### src/rtl/mae_arb_pkg.sv
// Shared widths and the tag-stage type for the MAE round-robin arbiter.
package mae_arb_pkg;

  localparam int unsigned MAE_AW   = 18;
  localparam int unsigned MAE_CW   = 40;
  localparam int unsigned MAE_PW   = 40;
  localparam int unsigned LAT_MAX  = 3;
  localparam int unsigned NREQ_MAX = 8;
  localparam int unsigned TAG_IW   = 3;

  // One slot of the result-routing pipeline: valid bit plus owning requester.
  typedef struct packed {
    logic              v;
    logic [TAG_IW-1:0] id;
  } tag_t;

endpackage

### src/rtl/mae_rr_pick.sv
// Combinational round-robin picker: first set bit of req at or after ptr, with wrap.
module mae_rr_pick #(
  parameter int unsigned NREQ = 4,
  parameter int unsigned IW   = $clog2(NREQ)
) (
  input  logic [NREQ-1:0] req_i,
  input  logic [IW-1:0]   ptr_i,
  output logic [NREQ-1:0] gnt_o,
  output logic [IW-1:0]   idx_o,
  output logic            any_o
);

  int unsigned   sum;
  logic [IW-1:0] pos;
  logic          found;

  // Scan NREQ positions starting at ptr; the first requesting one wins.
  always_comb begin
    gnt_o = '0;
    idx_o = '0;
    found = 1'b0;
    sum   = 0;
    pos   = '0;
    for (int unsigned i = 0; i < NREQ; i++) begin
      sum = 32'(ptr_i) + i;
      // ptr < NREQ, so one subtraction is enough to wrap
      pos = IW'((sum >= NREQ) ? (sum - NREQ) : sum);
      if (!found && req_i[pos]) begin
        found      = 1'b1;
        gnt_o[pos] = 1'b1;
        idx_o      = pos;
      end
    end
    any_o = found;
  end

endmodule

### src/rtl/mae_rr_arbiter.sv
// Round-robin sharing of one MAE among NREQ requesters, with a tag pipeline
// that routes each result on mae_p back to the requester that issued it.
module mae_rr_arbiter
  import mae_arb_pkg::*;
#(
  parameter int unsigned NREQ = 4,
  parameter int unsigned LAT  = 2
) (
  input  logic                   clk,
  input  logic                   resetn,
  input  logic                   hold,
  input  logic [NREQ-1:0]        req_valid,
  output logic [NREQ-1:0]        req_ready,
  input  logic [NREQ*MAE_AW-1:0] req_a,
  input  logic [NREQ*MAE_AW-1:0] req_b,
  input  logic [NREQ*MAE_CW-1:0] req_c,
  output logic [MAE_AW-1:0]      mae_a,
  output logic [MAE_AW-1:0]      mae_b,
  output logic [MAE_CW-1:0]      mae_c,
  input  logic [MAE_PW-1:0]      mae_p,
  output logic [NREQ-1:0]        rsp_valid,
  output logic [MAE_PW-1:0]      rsp_p,
  output logic [1:0]             inflight,
  output logic                   idle
);

  localparam int unsigned IW  = $clog2(NREQ);
  // Keep at least one stage declared so LAT = 0 still elaborates; it is never observed then.
  localparam int unsigned NST = (LAT == 0) ? 1 : LAT;

  logic [IW-1:0]   ptr_q, ptr_d;
  logic [NREQ-1:0] cand;
  logic [NREQ-1:0] pick_gnt;
  logic [IW-1:0]   gnt_idx;
  logic            pick_any;
  logic            grant;
  tag_t            tag_in;
  tag_t            stage_q [NST];

  assign cand = hold ? '0 : req_valid;

  mae_rr_pick #(
    .NREQ (NREQ),
    .IW   (IW)
  ) u_pick (
    .req_i (cand),
    .ptr_i (ptr_q),
    .gnt_o (pick_gnt),
    .idx_o (gnt_idx),
    .any_o (pick_any)
  );

  // No grants while reset is held, even though ptr is already at 0.
  assign grant     = pick_any & resetn;
  assign req_ready = pick_gnt & {NREQ{resetn}};

  // Advance the pointer past the winner; hold it when nothing is granted.
  always_comb begin
    ptr_d = ptr_q;
    if (grant) begin
      ptr_d = (gnt_idx == IW'(NREQ - 1)) ? '0 : gnt_idx + 1'b1;
    end
  end

  // Pointer register.
  always_ff @(posedge clk or negedge resetn) begin
    if (!resetn) begin
      ptr_q <= '0;
    end else begin
      ptr_q <= ptr_d;
    end
  end

  // Operand mux: winner's operands, zero when idle to keep MAE inputs quiet.
  always_comb begin
    mae_a = '0;
    mae_b = '0;
    mae_c = '0;
    for (int unsigned i = 0; i < NREQ; i++) begin
      if (req_ready[i]) begin
        mae_a = req_a[i*MAE_AW +: MAE_AW];
        mae_b = req_b[i*MAE_AW +: MAE_AW];
        mae_c = req_c[i*MAE_CW +: MAE_CW];
      end
    end
  end

  assign tag_in = '{v: grant, id: TAG_IW'(gnt_idx)};

  // Tag pipeline: shifts every cycle, mirroring the MAE's fixed latency.
  always_ff @(posedge clk or negedge resetn) begin
    if (!resetn) begin
      for (int unsigned k = 0; k < NST; k++) begin
        stage_q[k] <= '0;
      end
    end else begin
      stage_q[0] <= tag_in;
      for (int unsigned k = 1; k < NST; k++) begin
        stage_q[k] <= stage_q[k-1];
      end
    end
  end

  // Response strobe from the last tag stage, or straight from the grant when LAT = 0.
  always_comb begin
    rsp_valid = '0;
    if (LAT == 0) begin
      rsp_valid = req_ready;
    end else if (stage_q[NST-1].v) begin
      rsp_valid[stage_q[NST-1].id[IW-1:0]] = 1'b1;
    end
  end

  assign rsp_p = mae_p;

  // Count of live tags across the pipeline.
  always_comb begin
    inflight = '0;
    for (int unsigned k = 0; k < LAT; k++) begin
      inflight = inflight + {1'b0, stage_q[k].v};
    end
  end

  assign idle = !grant && (inflight == 2'd0);

endmodule
### config.mk
export PLATFORM = sky130hd
export DESIGN_NAME = mae_rr_arbiter
export DESIGN_NICKNAME = d
export VERILOG_FILES = /design/src/rtl/mae_arb_pkg.sv /design/src/rtl/mae_rr_pick.sv /design/src/rtl/mae_rr_arbiter.sv
export SDC_FILE = /design/constraint.sdc
export NUM_CORES = 1
export LEC_CHECK = 0
export ABC_AREA = 1
export CORE_AREA = 2 2 184 186
export DETAILED_ROUTE_END_ITERATION = 10
export DIE_AREA = 0 0 186 188
export GPL_TIMING_DRIVEN = 0
export PLACE_DENSITY = 0.54
export SYNTH_ARGS = -nofsm -noshare
export SYNTH_HDL_FRONTEND = slang
export SYNTH_SLANG_ARGS = --single-unit
export TNS_END_PERCENT = 100
### constraint.sdc
create_clock -name clk -period 7.2 [get_ports clk]
set_clock_uncertainty 0.1 [all_clocks]
set_input_delay 2.16 -clock clk [delete_from_list [all_inputs] [get_ports clk]]
set_output_delay 2.16 -clock clk [all_outputs]
set_load 0.1 [all_outputs]
==> metrics.md <==
| Metric | Value |
|---|---|
| Post-DP HPWL | `26000 µm` |
| Detailed Routing Iterations Pass 1 | `5` |
| Longest Clk Path Bufs | `2` |
| Worst Max-Slew Pin Slew | `1.023 ns` |
| Hold Path Cell Cnt | `0` |
| Gate Count Post-Synth | `1082` |
| Hold WC Path Type | `reg -> reg` |
| Global-route wire length before repair | `45200 µm` |
| Outcome | `complete, no violations` |
| Max-slew violation count | `0` |
| Worst Setup Start Kind | `input pin` |
| Unrepaired setup endpoints after global routing | `true` |
| Detail Route Antenna Nets | `0` |
| Synth Area in XOR/XNOR | `0.1706%` |
| Post-layout nets | `1885` |
| Overflow after GRT | `0` |
| Fin crit period | `7.031 ns` |
| Post-synthesis compound-gate area fraction | `8.163%` |
| Clk_lat worst skew | `0.23 ns` |
| Slew headroom | `31.60%` |
| CP Class | `in -> out` |
| # hold bufs at CTS | `0` |
| Hold wc startpoint | `stage_q[4]` |
| Routed WL | `31190 µm` |
| CP Max Fanout | `10` |
| Hold Fails Final Rpt | `0` |
| Via count | `8210` |
| Post-Route Utilization | `30.66%` |
| Crit. Startpoint | `hold` |
| Standard-cell row count | `67` |
| Tcrit/Tclk final | `97.65%` |
| Area grow syn2layout | `97.71%` |
| Syn nets | `1442` |
| Via density | `4.159` |
| Layout cells sized above 1 | `14.58%` |
| Synth Cell Area | `5135 µm²` |
| Req. time, crit path | `4.94 ns` |
| Drt drc | `0` |
| Vias in the first global route | `7997` |
| CTS Sinks | `8` |
| Mux cell area share after synthesis | `0%` |
| Fmax achieved | `142.2 MHz` |
| Sequential area share after synthesis | `3.899%` |
| Synth Area in Adders | `2.193%` |
| Initial antenna violation count | `5` |
| I/O pin cnt | `478` |
| Max-cap violations | `0` |
| DIE WIDTH | `186 µm` |
| Yosys top cell by area | `nand2_1` |
| Starting Density | `15.51%` |
| Endpoints failing setup | `0` |
| Routability congestion estimate | `0.9324` |
| Gr usage total | `16.73%` |
| Die ar. | `34970 µm²` |
| CORE AREA | `33110 µm²` |
| Largest cells by area after synthesis | `nand2_1, nand3_1, inv_1` |
| Synth warnings | `0` |
| Initial DRC Count | `301` |
| Share of Yosys cell area claimed by the top area cell type | `24.56%` |
| Die H | `188 µm` |
| Netlist cell types | `25` |
| Root Buffer | `clkbuf_16` |
| CTS Buf Count | `3` |
| Synthesis-stage register bit count | `8` |
| Reg clk slew, reported paths | `0.04 ns` |
| Port Buffer Count | `437` |
| Pin count of the biggest net entering global routing | `11` |
| Fill cell count | `3725` |
| Synth Area per Inst | `4.746 µm²` |
| Main combinational cell family by area after synthesis | `simple AND/OR/NAND/NOR gates` |
| Drt wl/cell | `15.80 µm` |
| CTS tree | `built` |
| Synth Area in Simple Gates | `57.94%` |
| WP data arrival | `4.77 ns` |
| Number of H-tree levels | `1` |
| R2R cell count | `12` |
| Worst setup EP type | `primary output` |
what timing repair did:
item | in CTS | in global routing
buffers inserted | 0 | 1
resized for setup | 410 | 140
pin swaps | 0 | 1
endpoints found under the setup margin | 81 | 78
critical path, cell delays in order:
cell and delay, ns:
clkdlybuf4s50_1 0.42, inv_2 0.13, nand3_1 0.12, nand2_1 0.11
nand2_1 0.07, nand2_2 0.13, nand3_2 0.15, inv_2 0.11
nand2_1 0.05, nand3_1 0.10, nand2_2 0.13, inv_4 0.18
buf_8 0.21, clkbuf_4 0.24, nand2_1 0.11, nand2_1 0.11
buf_6 0.23
metal layers:
metal	share of wire (%)	global-route usage (%)	vias to the layer above	wire length, µm
li1	-	-	4191	-
met1	40	19.55	3614	12340
met2	50	31.30	368	15690
met3	8.2	3.166	33	2560
met4	1.8	3.331	4	573
met5	0.096	0	-	30
layout by cell type, fill, tap and decap left out, drive strengths merged:
cell             n
nor3             4
o21ai           79
a31oi            1
xor2             1
nor2            83
nand3          252
clkbuf          57
a21oi            2
diode            3
clkdlybuf4s15    3
dfrtp            8
clkdlybuf4s50  356
o211ai           1
dlygate4sd2      1
nand2          344
buf            146
inv            176
ha               9
stage by stage:
stage	setup slack (ns)	hold WS, ns	instance area (µm²)	cells	setup TNS [ns]
after floorplan	0.2713	0.2312	5135	1082	0
after global placement	-1.463	0.2357	10070	1967	-81.92
after detailed placement	-1.485	0.2347	10070	1967	-84.41
after CTS	0.002314	0.2433	9957	1970	0
after global routing	-0.01262	0.2602	10150	1972	-0.02925
final	0.1692	0.2450	10150	1974	0
cell usage after synthesis:
master	instances
nor2_1	80
inv_2	5
nand3_2	7
nor3_1	4
buf_6	8
buf_2	39
nor2_4	1
nand2_4	2
nand3_1	245
a31oi_1	1
o21ai_0	39
nand2_2	6
ha_1	9
nor2_8	1
dfrtp_1	8
a21oi_1	2
buf_1	7
nor2_2	1
o21ai_1	40
buf_4	51
nand2_1	336
xor2_1	1
inv_1	171
o211ai_1	1
clkbuf_1	17
logic make-up (layout without fill, tap and decap cells):
group	after synthesis	after routing
AO/OA/AOI/OAI	83	83
XOR/XNOR	1	1
buffers and inverters	298	739
other	0	3
flip-flops	8	8
adder cells (fa/ha/maj)	9	9
AND/OR/NAND/NOR	683	683
final timing paths:
check | end | slack [ns]
worst max-delay path | mae_b[16] | 0.17
worst min-delay path | stage_q[0] | 0.24
worst max register to register | ptr_q[1] | 4.72
worst min register to register | stage_q[0] | 0.24
max in group asynchronous | stage_q[0] | 4.58
min in group asynchronous | async pin | 2.13
cell type report:
cell class / instances / area (µm²) / area share [%]
antenna: 3 / 7.507 / 0.07395
buffer: 122 / 813.3 / 8.011
clock buffer: 3 / 75.07 / 0.7395
inverter: 176 / 663.1 / 6.532
multi-input combinational: 776 / 3528 / 34.75
sequential: 8 / 200.2 / 1.972
tap: 448 / 560.5 / 5.521
timing repair buffer: 438 / 4304 / 42.40
Power is not shown: default switching activity piles up to over one toggle a cycle in this logic, so the estimate is an artifact.
